**src/rtl/instr_miss_sched.sv**
```systemverilog
//==============================================================================
// Module      : instr_miss_sched
// Description : Arbitrates instruction-side ITLB and I-cache misses onto one
//               memory port. An ITLB miss performs a single-beat page-table
//               read at i_ptbr + 4*VPN. An I-cache miss performs a four-beat
//               line refill. TLB misses win over line misses. A flush clears
//               pending misses and drains any transaction still in flight.
// Ports       : i_clk/i_rst          - clock, async active-high reset
//               i_flush, i_ptbr      - pipeline flush, page-table base
//               i_itlb_* / o_itlb_*  - ITLB miss request and fill/fault
//               i_icache_* / o_icache_* - I-cache miss request and beat fill
//               o_mem_* / i_mem_*    - memory request/ack/data port
//               o_bus_err            - refill timeout pulse
// Config      : INSTR_MISS_TIMEOUT_EN - when defined, a wait or drain that
//               sees no i_mem_valid for 255 cycles is abandoned and o_bus_err
//               pulses; when undefined o_bus_err is tied low.
// Revision    : 1.0 - initial release
//==============================================================================
`default_nettype none

module instr_miss_sched (
   input  logic        i_clk,
   input  logic        i_rst,
   input  logic        i_flush,
   input  logic [31:0] i_ptbr,
   input  logic        i_itlb_miss_req,
   input  logic [31:0] i_itlb_vaddr,
   output logic        o_itlb_miss_avail,
   output logic        o_itlb_fill_we,
   output logic [19:0] o_itlb_fill_ppn,
   output logic        o_itlb_page_fault,
   input  logic        i_icache_miss_req,
   input  logic [31:0] i_icache_paddr,
   output logic        o_icache_miss_avail,
   output logic        o_icache_fill_we,
   output logic [1:0]  o_icache_fill_beat,
   output logic [31:0] o_icache_fill_data,
   output logic [31:0] o_icache_fill_paddr,
   output logic        o_mem_req,
   output logic [31:0] o_mem_addr,
   output logic [2:0]  o_mem_beats,
   input  logic        i_mem_ack,
   input  logic        i_mem_valid,
   input  logic [31:0] i_mem_data,
   output logic        o_bus_err
);

   typedef enum logic [2:0] {
      S_IDLE      = 3'd0,
      S_TLB_REQ   = 3'd1,
      S_TLB_WAIT  = 3'd2,
      S_LINE_REQ  = 3'd3,
      S_LINE_WAIT = 3'd4,
      S_DRAIN     = 3'd5
   } state_t;

   state_t      r_state;
   state_t      w_state_nxt;
   logic        r_tlb_pend;
   logic [19:0] r_tlb_vpn;
   logic        r_line_pend;
   logic [27:0] r_line_tag;
   logic [1:0]  r_beat;
   logic [1:0]  w_beat_nxt;
   logic [1:0]  r_last;      // index of final beat of the transaction in flight
   logic [1:0]  w_last_nxt;
   logic        w_clr_tlb;
   logic        w_clr_line;
   logic        w_tlb_fill;
   logic        w_tlb_fault;
   logic        w_line_fill;
   logic        w_bus_err;
   logic        w_tmo_hit;
   logic        w_unused;

   // Page-offset and line-offset address bits never reach memory.
   assign w_unused = &{1'b0, i_itlb_vaddr[11:0], i_icache_paddr[3:0]};

`ifdef INSTR_MISS_TIMEOUT_EN
   logic [7:0] r_tmo;
   logic       w_waiting;

   assign w_waiting = (r_state == S_TLB_WAIT) || (r_state == S_LINE_WAIT) ||
                      (r_state == S_DRAIN);
   assign w_tmo_hit = w_waiting && !i_mem_valid && (r_tmo == 8'hFF);
   assign o_bus_err = w_bus_err;

   // Counts consecutive beat-less cycles; restarts on every beat and on
   // every state change so each wait phase gets a full window.
   always_ff @(posedge i_clk or posedge i_rst) begin
      if (i_rst) begin
         r_tmo <= 8'd0;
      end else if (!w_waiting || i_mem_valid || (w_state_nxt != r_state)) begin
         r_tmo <= 8'd0;
      end else begin
         r_tmo <= r_tmo + 8'd1;
      end
   end
`else
   logic w_unused_tmo;
   assign w_tmo_hit    = 1'b0;
   assign w_unused_tmo = w_bus_err;
   assign o_bus_err    = 1'b0;
`endif

   always_comb begin
      w_state_nxt = r_state;
      w_beat_nxt  = r_beat;
      w_last_nxt  = r_last;
      w_clr_tlb   = i_flush;
      w_clr_line  = i_flush;
      w_tlb_fill  = 1'b0;
      w_tlb_fault = 1'b0;
      w_line_fill = 1'b0;
      w_bus_err   = 1'b0;
      case (r_state)
         S_IDLE: begin
            w_beat_nxt = 2'd0;
            // A flush this cycle is clearing the pending flags, so do not start.
            if (r_tlb_pend && !i_flush) begin
               w_state_nxt = S_TLB_REQ;
               w_last_nxt  = 2'd0;
            end else if (r_line_pend && !i_flush) begin
               w_state_nxt = S_LINE_REQ;
               w_last_nxt  = 2'd3;
            end
         end
         S_TLB_REQ, S_LINE_REQ: begin
            if (i_flush) begin
               // Once acked the memory will still return data that must be eaten.
               w_state_nxt = i_mem_ack ? S_DRAIN : S_IDLE;
            end else if (i_mem_ack) begin
               w_state_nxt = (r_state == S_TLB_REQ) ? S_TLB_WAIT : S_LINE_WAIT;
            end
         end
         S_TLB_WAIT: begin
            if (i_mem_valid) begin
               // The single beat completes the walk even under flush.
               w_state_nxt = S_IDLE;
               w_clr_tlb   = 1'b1;
               w_tlb_fill  = !i_flush && i_mem_data[0];
               w_tlb_fault = !i_flush && !i_mem_data[0];
            end else if (i_flush) begin
               w_state_nxt = S_DRAIN;
            end else if (w_tmo_hit) begin
               w_state_nxt = S_IDLE;
               w_clr_tlb   = 1'b1;
               w_tlb_fault = 1'b1;
               w_bus_err   = 1'b1;
            end
         end
         S_LINE_WAIT: begin
            if (i_mem_valid) begin
               w_line_fill = !i_flush;
               if (r_beat == 2'd3) begin
                  w_state_nxt = S_IDLE;
                  w_clr_line  = 1'b1;
               end else begin
                  w_beat_nxt = r_beat + 2'd1;
                  if (i_flush) begin
                     w_state_nxt = S_DRAIN;
                  end
               end
            end else if (i_flush) begin
               w_state_nxt = S_DRAIN;
            end else if (w_tmo_hit) begin
               w_state_nxt = S_IDLE;
               w_clr_line  = 1'b1;
               w_bus_err   = 1'b1;
            end
         end
         S_DRAIN: begin
            if (i_mem_valid) begin
               if (r_beat == r_last) begin
                  w_state_nxt = S_IDLE;
               end else begin
                  w_beat_nxt = r_beat + 2'd1;
               end
            end else if (w_tmo_hit) begin
               w_state_nxt = S_IDLE;
               w_bus_err   = 1'b1;
            end
         end
         default: begin
            w_state_nxt = S_IDLE;
         end
      endcase
   end

   always_ff @(posedge i_clk or posedge i_rst) begin
      if (i_rst) begin
         r_state <= S_IDLE;
         r_beat  <= 2'd0;
         r_last  <= 2'd0;
      end else begin
         r_state <= w_state_nxt;
         r_beat  <= w_beat_nxt;
         r_last  <= w_last_nxt;
      end
   end

   // Clearing has priority, so a pulse coincident with flush or completion
   // is dropped; a pulse while already pending is ignored.
   always_ff @(posedge i_clk or posedge i_rst) begin
      if (i_rst) begin
         r_tlb_pend  <= 1'b0;
         r_tlb_vpn   <= 20'd0;
         r_line_pend <= 1'b0;
         r_line_tag  <= 28'd0;
      end else begin
         if (w_clr_tlb) begin
            r_tlb_pend <= 1'b0;
         end else if (i_itlb_miss_req && !r_tlb_pend) begin
            r_tlb_pend <= 1'b1;
            r_tlb_vpn  <= i_itlb_vaddr[31:12];
         end
         if (w_clr_line) begin
            r_line_pend <= 1'b0;
         end else if (i_icache_miss_req && !r_line_pend) begin
            r_line_pend <= 1'b1;
            r_line_tag  <= i_icache_paddr[31:4];
         end
      end
   end

   assign o_itlb_miss_avail   = ~r_tlb_pend;
   assign o_icache_miss_avail = ~r_line_pend;

   assign o_mem_req   = (r_state == S_TLB_REQ) || (r_state == S_LINE_REQ);
   assign o_mem_addr  = (r_state == S_TLB_REQ)  ? (i_ptbr + {10'd0, r_tlb_vpn, 2'b00}) :
                        (r_state == S_LINE_REQ) ? {r_line_tag, 4'h0} : 32'd0;
   assign o_mem_beats = (r_state == S_TLB_REQ)  ? 3'd1 :
                        (r_state == S_LINE_REQ) ? 3'd4 : 3'd0;

   // Fill payloads are zeroed outside their strobe so idle outputs stay quiet.
   assign o_itlb_fill_we      = w_tlb_fill;
   assign o_itlb_fill_ppn     = w_tlb_fill ? i_mem_data[31:12] : 20'd0;
   assign o_itlb_page_fault   = w_tlb_fault;
   assign o_icache_fill_we    = w_line_fill;
   assign o_icache_fill_beat  = w_line_fill ? r_beat : 2'd0;
   assign o_icache_fill_data  = w_line_fill ? i_mem_data : 32'd0;
   assign o_icache_fill_paddr = w_line_fill ? {r_line_tag, 4'h0} : 32'd0;

endmodule

`default_nettype wire

```
**config.mk**
```make
export PLATFORM = sky130hd
export DESIGN_NAME = instr_miss_sched
export DESIGN_NICKNAME = d
export VERILOG_FILES = /design/src/rtl/instr_miss_sched.sv
export SDC_FILE = /design/constraint.sdc
export NUM_CORES = 1
export LEC_CHECK = 0
export ABC_CLOCK_PERIOD_IN_PS = 3700
export CAP_MARGIN = 0
export CORE_MARGIN = 8
export CORE_UTILIZATION = 39
export DETAILED_ROUTE_END_ITERATION = 8
export PLACE_DENSITY = 0.81
export SYNTH_ARGS = -nofsm -noshare
export SYNTH_HDL_FRONTEND = slang
export SYNTH_SLANG_ARGS = --single-unit
```
**constraint.sdc**
```tcl
create_clock -name i_clk -period 3.7 [get_ports i_clk]
set_clock_uncertainty 0.15 [all_clocks]
set_input_delay 0.74 -clock i_clk [delete_from_list [all_inputs] [get_ports i_clk]]
set_output_delay 0.74 -clock i_clk [all_outputs]
set_load 0.02 [all_outputs]
```
-- Word level (Yosys, flattened, before mapping)
Cells that the tools add are included.
W data, S select, Z words.
- equality and inequality tests: 14
- bitwise gates (word level): 4
- mux-type cells: 44
- add/sub/neg operators: 2
- reductions and logical operators: 22
- operators with widths (operator ; count):
    $mux W32 ; 4
    $mux W3 ; 14
    $add A32 B22 Y32 ; 1
    $mux W20 ; 1
    $mux W1 ; 16
    $pmux W3 S5 ; 1
    $mux W2 ; 7
    $ne A2 B2 Y1 const B ; 5
    $eq A3 B2 Y1 const B ; 2
    $eq A3 B3 Y1 const B ; 2
    $logic_and A1 B1 Y1 ; 6
    $ne A3 B3 Y1 const B ; 2
    $pmux W2 S3 ; 1
    $reduce_and A2 Y1 ; 3
    $reduce_bool A2 Y1 ; 3
    $reduce_and A5 Y1 ; 1
    $logic_not A1 Y1 ; 4
    $not A1 Y1 ; 4
    $reduce_and A4 Y1 ; 1
    $eq A3 B1 Y1 const B ; 1
    $logic_not A3 Y1 ; 1
    $reduce_bool A3 Y1 ; 1
    $add A2 B1 Y2 const B ; 1
    $eq A2 B2 Y1 ; 1
    3 further kinds ; 3
- word-level logic and storage cells: 93
- bits in registers: 57
- output and inout bits: 128
- input port bits: 135

-- Depth between registers and ports, before layout
Gate-level depths: netlist of the first run.
- depth in word-level cells: 6
- depth in mapped cells: 10
- depth with buffers taken out: 10

-- Worst setup path after synthesis of the first run
Ideal clock, no wire load.
- path kind: input port to output port
- from: in i_ptbr[2]
- to: out o_mem_addr[28]
- stages on the path: 10
- arrival time: 2958 ps
- slack: -148 ps
- required time: 2810 ps
- buffers on the path: 0
- cell sequence: ha_1 > inv_1 > fa_1 > nand2b_1 > a21oi_2 > o211ai_2 > o21ai_2 > a41oi_4 > or3_1 > a31oi_1
- cells in the longest elaborated chain, start to end: 2
- RTL lines (element ; RTL line ; text):
    from (decl) ; 25 ; input logic [31:0] i_ptbr,
    $add A32 B22 Y32 ; 230 ; assign o_mem_addr = (r_state == S_TLB_REQ) ? (i_ptbr + {10'd0, r_tlb_vpn, 2'b00}) :
    $mux W32 ; 230 ;
    to (decl) ; 40 ; output logic [31:0] o_mem_addr,
No other way between the ends.

-- Worst setup path after layout of the first run
- from: in i_ptbr[2]
- to: out o_mem_addr[26]
The elaborated chain is that of the path after synthesis.

==> out/summary.md, run 1 <==
The global-route total usage across every layer is 23.5%, and the count of input and output buffers is 240. The horizontal die dimension was 125 µm; the post-synthesis cell area was 4600 µm². Entering global routing, the biggest net connects 43 pins. Of all nets on the critical path, the largest fanout is 5. The routed design has 19600 µm of wire. After filler insertion, the fill cell instance count of the layout stands at 848.

The final routed wire length divided by cell count is 19.9 µm. The share of post-route cells with drive strength above 1 is 28.6%, and the cell area after placement is 7630 µm². The checks that failed: negative setup slack.

The run gives 5411 as the via count of the first global-routing pass. The count of hold buffers inserted by post-cts repair is 0. Pin placement for this block handled 263 I/O pins. Distinct cell type count of the synthesized netlist: 61. Counting stages on the worst path, the most repeated cell is sky130_fd_sc_hd__buf_6. The tools report the initial core utilization as 40.1%. After synthesis, the cell types taking the most area are sky130_fd_sc_hd__dfrtp_1 30%, sky130_fd_sc_hd__and2_1 12%, sky130_fd_sc_hd__mux2_2 11%, sky130_fd_sc_hd__ha_1 5.7%, sky130_fd_sc_hd__a21oi_1 4.2%. The first global-routing pass estimated 30100 µm of wire. TritonCTS built the clock tree.

The tools report the number of max-cap violations as 0. The deepest level of the CTS H-tree was 2; the power density over the cells was 535 nW/µm². The region available for standard cell placement spans 11500 µm². For this run, design rule violations remaining after detail routing come to 0. The number of nets still failing antenna checks after routing was 0. Of all cell types, the one taking the most synthesized area is sky130_fd_sc_hd__dfrtp_1.

The share of synthesized area in the top cell type comes to 30.4%. By instance count, the leading cell after synthesis is sky130_fd_sc_hd__and2_1. The congestion estimate from routability-driven global placement came to 0.966. By count the netlist is led by 86 x sky130_fd_sc_hd__and2_1, 56 x sky130_fd_sc_hd__dfrtp_1, 47 x sky130_fd_sc_hd__mux2_2, 47 x sky130_fd_sc_hd__nand2_1, 39 x sky130_fd_sc_hd__a21oi_1. Using the TritonRoute via totals, the vias-per-cell ratio works out to 5.42. Summing over every cut layer, the via total after detailed routing is 5351. The cell count after synthesis came out at 536.

Largest vdd supply drop: 0.355 mV. The final clock period utilization by the worst path was 102%. The tools report the number of hold-slack violations in the final timing report as 0.

The number of antenna cells inserted came out at 0. The worst hold-check path type was reg2reg. The die covers 15500 µm². Setup repair after global routing could not meet its margin everywhere. The critical path is of the in2out type.

The setup TNS after final layout came out at -0.291 ns. The kind of end point of the critical path is an output port. For this run, asynchronously set or reset flops after synthesis account for 100%. The endpoint arrival time on the critical path is 2.89 ns. The clock passes through at most 2 buffers. Summing all multi-input logic gate instances after layout gives 3440 µm². The maximum operating frequency is 0.265 GHz, and the total power draw is 4.43 mW. The analysis attributes to cell leakage a power of 3.50 nW. The data required time at the worst endpoint came out at 2.81 ns. The flip-flop and latch area was 1400 µm²; the count of flip-flops with a built-in enable after synthesis was 0.

On the worst path, the slowest cell contributes a delay of 0.52 ns. For this design, the sink count on the clock tree is 56. The average cell area after synthesis was 8.59 µm². The logs give -0.0798 ns for the least setup slack across all paths after layout and 30.4% for the portion of the post-synthesis area used by sequential elements. The remaining global-route overflow was 0. The cell type of the slowest stage on the worst timing path was sky130_fd_sc_hd__or4_4. Subtracting the final worst setup slack from the clock period gives 3.78 ns.

The root buffer cell chosen for the clock tree is sky130_fd_sc_hd__clkbuf_16. Final max-slew violation count: 0. Counting flops and latches in the post-synthesis netlist gives 56. The number of buffers created by CTS was 5; the CTS clock-pin slew for the worst setup and hold paths was 0.08 ns.

Primary flip-flop cell chosen by synthesis mapping: sky130_fd_sc_hd__dfrtp_1. Setup violations remaining at the end of the flow were counted as 4. The run gives -1.14 ns as the post-place setup slack. The row count is 39. The number of warnings reported in the yosys synthesis log is 0, and the final net count is 1000.

Measured along the y axis, the die boundary spans 125 µm. Compared with the post-synthesis result, the final layout area differs by 79.7%. The worst-skew pair later-pin latency is 0.29 ns. The first-pass iteration count of the detailed router came out at 5. The tools report the final design area excluding fillers as 8270 µm². The run finished, with violations left. In this run, the number of DRC markers left after iteration 0 of detailed routing was 508. Summed over all nets, the half-perimeter wirelength after detailed placement is 15000 µm. The number of antenna violations at the first check in global routing is 0.

The worst setup path is launched from a primary input. The signal on the critical path passes through buf_6, ha_4, inv_2, fa_2, nand2b_4, a21oi_4, o211ai_2, o21ai_2, a41oi_4, or4_4, nand3_2, buf_6.
## area by class of cell
type                            count  area share (%)
Inverter                           13           0.590
Clock inverter                      2           0.197
Tap cell                          143            2.16
Timing Repair Buffer              332            36.9
Multi-Input combinational cell    435            41.6
Clock buffer                        6            1.56
Sequential cell                    56            16.9
## timing repair
| action | 4_1_cts | 5_1_grt |
|---|---|---|
| setup endpoints to repair | 27 | 65 |
| buffers inserted | 8 | 7 |
| pin swaps | 48 | 41 |
| gates resized for setup | 180 | 54 |
## metal layers
metal / track usage [%] / up-vias / part of all wire [%] / wire (µm)
met5: 0 / - / 0 / 0
met4: 4.75 / 0 / 1.8 / 352
met3: 5.32 / 24 / 6.6 / 1290
met2: 41.8 / 234 / 51 / 10000
met1: 28.2 / 2600 / 40 / 7930
li1: - / 2493 / - / -
## flip-flops by register name, indices dropped and copies added, names as in the netlist
signal       cells
r_last           1
r_beat           2
r_line_tag      28
r_state          3
r_line_pend      1
r_tlb_pend       1
r_tlb_vpn       20
## cells in the final DEF, fill, tap and decap left out, drive strengths merged, types with 4 or more instances in the layout
cell / netlist / layout
a31oi: 4 / 4
mux2: 47 / 47
mux2i: 4 / 4
nand4: 7 / 7
o211ai: 6 / 6
nand3: 9 / 9
conb: 1 / 6
a21oi: 40 / 40
inv: 13 / 13
nand2: 47 / 47
a21o: 11 / 11
xnor2: 6 / 6
dlygate4sd2: 0 / 13
dfrtp: 56 / 56
nor2: 19 / 19
ha: 21 / 21
and2: 86 / 86
clkdlybuf4s50: 0 / 195
o21ai: 34 / 34
and3: 16 / 16
clkdlybuf4s15: 0 / 4
nand2b: 9 / 9
nor3: 9 / 9
clkbuf: 18 / 11
buf: 19 / 114
xor2: 14 / 14
## worst paths after layout
path | startpoint | to | slack, ns | cells past startpoint
min | r_tlb_vpn[19] | r_tlb_vpn[19] | 0.37 | 1
min in group asynchronous | i_rst | r_beat[1] | 0.62 | 2
min reg2reg | r_tlb_vpn[19] | r_tlb_vpn[19] | 0.37 | 1
max | i_ptbr[2] | o_mem_addr[26] | -0.08 | 12
max in group asynchronous | i_rst | r_tlb_vpn[19] | 1.93 | 3
max reg2reg | r_state[2] | r_line_tag[11] | 1.54 | 6
## per-stage QoR
stage | utilization [%] | hold slack [ns] | std cells
finish | 72.1 | 0.369 | 987
global route | 72.1 | 0.379 | 987
CTS | 70.7 | 0.370 | 980
detailed placement | 66.6 | 0.351 | 964
global placement | 66.6 | 0.345 | 964
floorplan | - | 0.334 | 541
## critical path, delay by kind of cell
family / cells / cell delay [ns]
compound gates: 4 / 0.66
fa+ha+maj: 2 / 0.47
buf+inv: 3 / 0.22
simple gates: 3 / 0.77
## kinds of logic after synthesis
| family | Yosys count | synth area share [%] |
|---|---|---|
| other | 1 | 0.0815 |
| adders and majority gates | 22 | 6.14 |
| muxes | 51 | 12.4 |
| AOI/OAI and AO/OA | 121 | 16.9 |
| DFF | 56 | 30.4 |
| and+or+nand+nor | 215 | 25.4 |
| xor gates and xnor gates | 20 | 3.81 |
| buffers and inverters | 50 | 4.87 |
## power by group
group	internal (mW)	total (mW)	switching, mW
registers	0.772	0.944	0.172
clock network	0.254	0.484	0.230
logic	1.47	3.00	1.53
No activity file was read; power rests on OpenSTA's default activity.
==> inputs of run 2 (changes only) <==
--- a/config.mk
+++ b/config.mk
@@ -11,6 +11,7 @@
 export CORE_UTILIZATION = 39
 export DETAILED_ROUTE_END_ITERATION = 8
 export PLACE_DENSITY = 0.81
+export SKIP_CTS_REPAIR_TIMING = 1
 export SYNTH_ARGS = -nofsm -noshare
 export SYNTH_HDL_FRONTEND = slang
 export SYNTH_SLANG_ARGS = --single-unit
==> out/summary.md, run 2 (synthesized netlist as in run 1, its figures left out) <==
For met1 alone, demand over resource in global routing was 26.9%. Summed over all nets, the switching power comes to 1.90 mW. The cell type of the slowest stage on the worst timing path was sky130_fd_sc_hd__or3_4. The power density over the cells works out to 517 nW/µm². For the area enclosed by the die boundary, the log shows 15500 µm². The initial core utilization is 40.1%.

Leaving out fill and tap cells, the most frequent cell in the layout is sky130_fd_sc_hd__clkdlybuf4s50_1. Dividing the detail-routed via count by the number of cells gives 5.43. The worst setup path is of the in2out kind.

Setup violations remaining at the end of the flow were counted as 7. Counting buffers and inverters, the worst setup path is 12 cells deep. The analysis attributes to cell leakage a power of 4.63 nW.

The number of hold-slack violations in the final timing report is 0, and the number of max-cap violations is 0. The total clock sinks was 56; the number of violations reported at the end of detailed-routing iteration 0 was 401. In the global route stage, overall resource usage came out at 22.2%. The run gives 11500 µm² as the core box area. The run gives 994 as the final net count.

The critical path launch point type is a primary input. The register with the most flip-flops in the layout has 28 of them. The final reports fail on negative setup slack. The critical path starts at i_ptbr[2]. At the worst endpoint, the required time is 2.81 ns.

Maximum cell stage delay along the critical path: 0.44 ns. The y dimension of the die was 125 µm; the largest net degree at the start of global routing was 43. The number of antenna violations at the first check in global routing came out at 0. The count of nets left with antenna violations once routing finished came out at 0.

For this design the top-level I/O count stands at 263. The final clock period utilization by the worst path was 104%; the number of buffer and inverter instances along the worst setup path was 3. The fraction of power spent switching nets is 43.8%. The completed layout was analyzed and its total power is 4.33 mW. The worst register-to-register path has a depth of 6. In this run the register-to-register setup slack is 1.53 ns. The final hold slack was 0.368 ns. For the worst-skew pair, the clock arrives at the later sink with an insertion delay of 0.29 ns. The signal on the critical path passes through buf_6, ha_4, inv_2, fa_2, nand2b_4, a21oi_4, o211ai_2, o21ai_2, a41oi_4, or3_4, a31oi_4, buf_6. For this run, global-route usage on met3 was measured as 5.15%.

The largest registers in the layout are r_line_tag x28, r_tlb_vpn x20, r_state x3. The least setup slack across all paths after layout is -0.161 ns, and the weighted congestion at the end of routability-driven global placement is 0.966. In this run the number of H-tree levels came out at 2. Once placement completed, the tool counted placed cells totaling 964.

The first detailed-routing pass ran for 5 iterations. The HPWL reported at the end of detailed placement came out at 15000 µm. The tools report the end of the critical path as o_mem_addr[28]. On the critical path the largest part of the delay comes from compound AO/OA/AOI/OAI gates. Across the VDD grid, the largest voltage drop is 0.348 mV. The number of standard cells in the final layout excluding fillers was 981. Setup repair after global routing could not meet its margin everywhere. The root buffer cell chosen for the clock tree is sky130_fd_sc_hd__clkbuf_16. The routed layout has 5330 vias. The worst hold path belongs to the class reg2reg. The tools report the met2 global-route usage as 39.6%.

The tools report the maximum operating frequency as 0.259 GHz. TritonCTS built the clock tree. At the worst endpoint, the arrival time is 2.97 ns. The worst setup path is captured at an output port. The share of total power dissipated in the clock network is 11.1%. The remaining global-route overflow is 0, and the share of post-route cells with drive strength above 1 is 27.1%.

The design internal power is 2.43 mW, and the number of antenna cells inserted is 0. In the layout the commonest cells are 142 x sky130_fd_sc_hd__clkdlybuf4s50_1, 94 x sky130_fd_sc_hd__buf_4, 84 x sky130_fd_sc_hd__and2_1. The run gives 0 as the DRC violation count after routing. The placed instances occupy a cell area of 7630 µm². After detailed routing, the total wire length is 19700 µm. The count of input and output buffers came out at 240. Most congested layer reported by global routing: met2.

The area growth from synthesis to layout is 82.0%. Counting stages on the worst path, the most repeated cell is sky130_fd_sc_hd__buf_6. The tools report the final max-slew violation count as 0.

The run finished, with violations left. Buffer levels on the longest clock path: 2. The final routed wire length divided by cell count works out to 20.1 µm.

For the row count, the log shows 39. The worst register-to-register path ends at r_line_tag[11]. Of the total power, combinational logic draws 67.1%. Clock period minus final worst setup slack: 3.86 ns. Horizontal die dimension: 125 µm. Along the worst path, the maximum fanout reaches 7. The finished cells cover 8380 µm². The relative contribution of sequential cells to total power is 21.8%. For the via count of the first global-routing pass, the log shows 5203. After clock tree synthesis, the clock-pin slew on the worst setup and hold paths is 0.08 ns. For this run, the share of the core covered by cells in the final layout is 73.0%.

The register containing the most flip-flops in the final layout was r_line_tag. The startpoint identified for the worst register-to-register timing path is r_state[2]. The first global-routing pass estimated 28500 µm of wire.

The run gives 5 as the number of buffers created by CTS.
## run 2: cell types whose count changed in the layout (fill, tap and decap cells not counted), sizes merged
cell	delta
clkbuf	+1
dlygate4sd2	-13
clkdlybuf4s50	-53
buf	-10
clkdlybuf4s15	-4
dlymetal6s2s	+73
## run 2: per-layer routing
layer | share of wire, % | vias to the layer above
li1 | - | 2481
met1 | 40 | 2590
met2 | 52 | 239
met3 | 6.6 | 20
met4 | 1.2 | 0
met5 | 0 | -
## run 2: per-stage QoR
stage               setup TNS (ns)  setup WS [ns]
finish                      -0.588         -0.161
floorplan                        0         0.0164
detailed placement          -20.35          -1.14
global route                 -1.55         -0.248
CTS                         -20.74          -1.15
global placement            -20.04          -1.11
## run 2: area by class of cell
cell class | instances | area [µm²]
Tap cell | 143 | 179
Inverter | 13 | 48.8
Clock buffer | 6 | 129
Timing Repair Buffer | 326 | 3190
Multi-Input combinational cell | 435 | 3410
Fill cell | 819 | 3090
Clock inverter | 2 | 16.3
Sequential cell | 56 | 1400
## run 2: worst min path at each step
stage | start | to | slack, ns | cells after the start
after CTS | r_tlb_vpn[11] | r_tlb_vpn[11] | 0.37 | 1
after floorplan | r_tlb_pend | r_last[0] | 0.33 | 1
after global placement | r_tlb_vpn[0] | r_tlb_vpn[0] | 0.34 | 1
final | r_tlb_vpn[11] | r_tlb_vpn[11] | 0.37 | 1
after global routing | r_tlb_vpn[19] | r_tlb_vpn[19] | 0.37 | 1
after detailed placement | r_tlb_vpn[11] | r_tlb_vpn[11] | 0.35 | 1
## run 2: power by group through the flow
stage	logic [mW]	clock network (mW)	registers [mW]
6_report	2.91	0.480	0.943
5_1_grt	3.11	0.517	0.962
4_1_cts	2.62	0.494	0.904
3_5_place_dp	2.60	0	0.916
3_3_place_gp	2.54	0	0.905
2_1_floorplan	1.47	0	0.859
==> inputs of run 3 (changes only) <==
--- a/config.mk
+++ b/config.mk
@@ -6,7 +6,7 @@
 export NUM_CORES = 1
 export LEC_CHECK = 0
 export ABC_CLOCK_PERIOD_IN_PS = 3700
-export CAP_MARGIN = 0
+export CAP_MARGIN = 20
 export CORE_MARGIN = 8
 export CORE_UTILIZATION = 39
 export DETAILED_ROUTE_END_ITERATION = 8
==> results of run 3 <==
Final layout, timing and power as in run 2 (identical DEF).
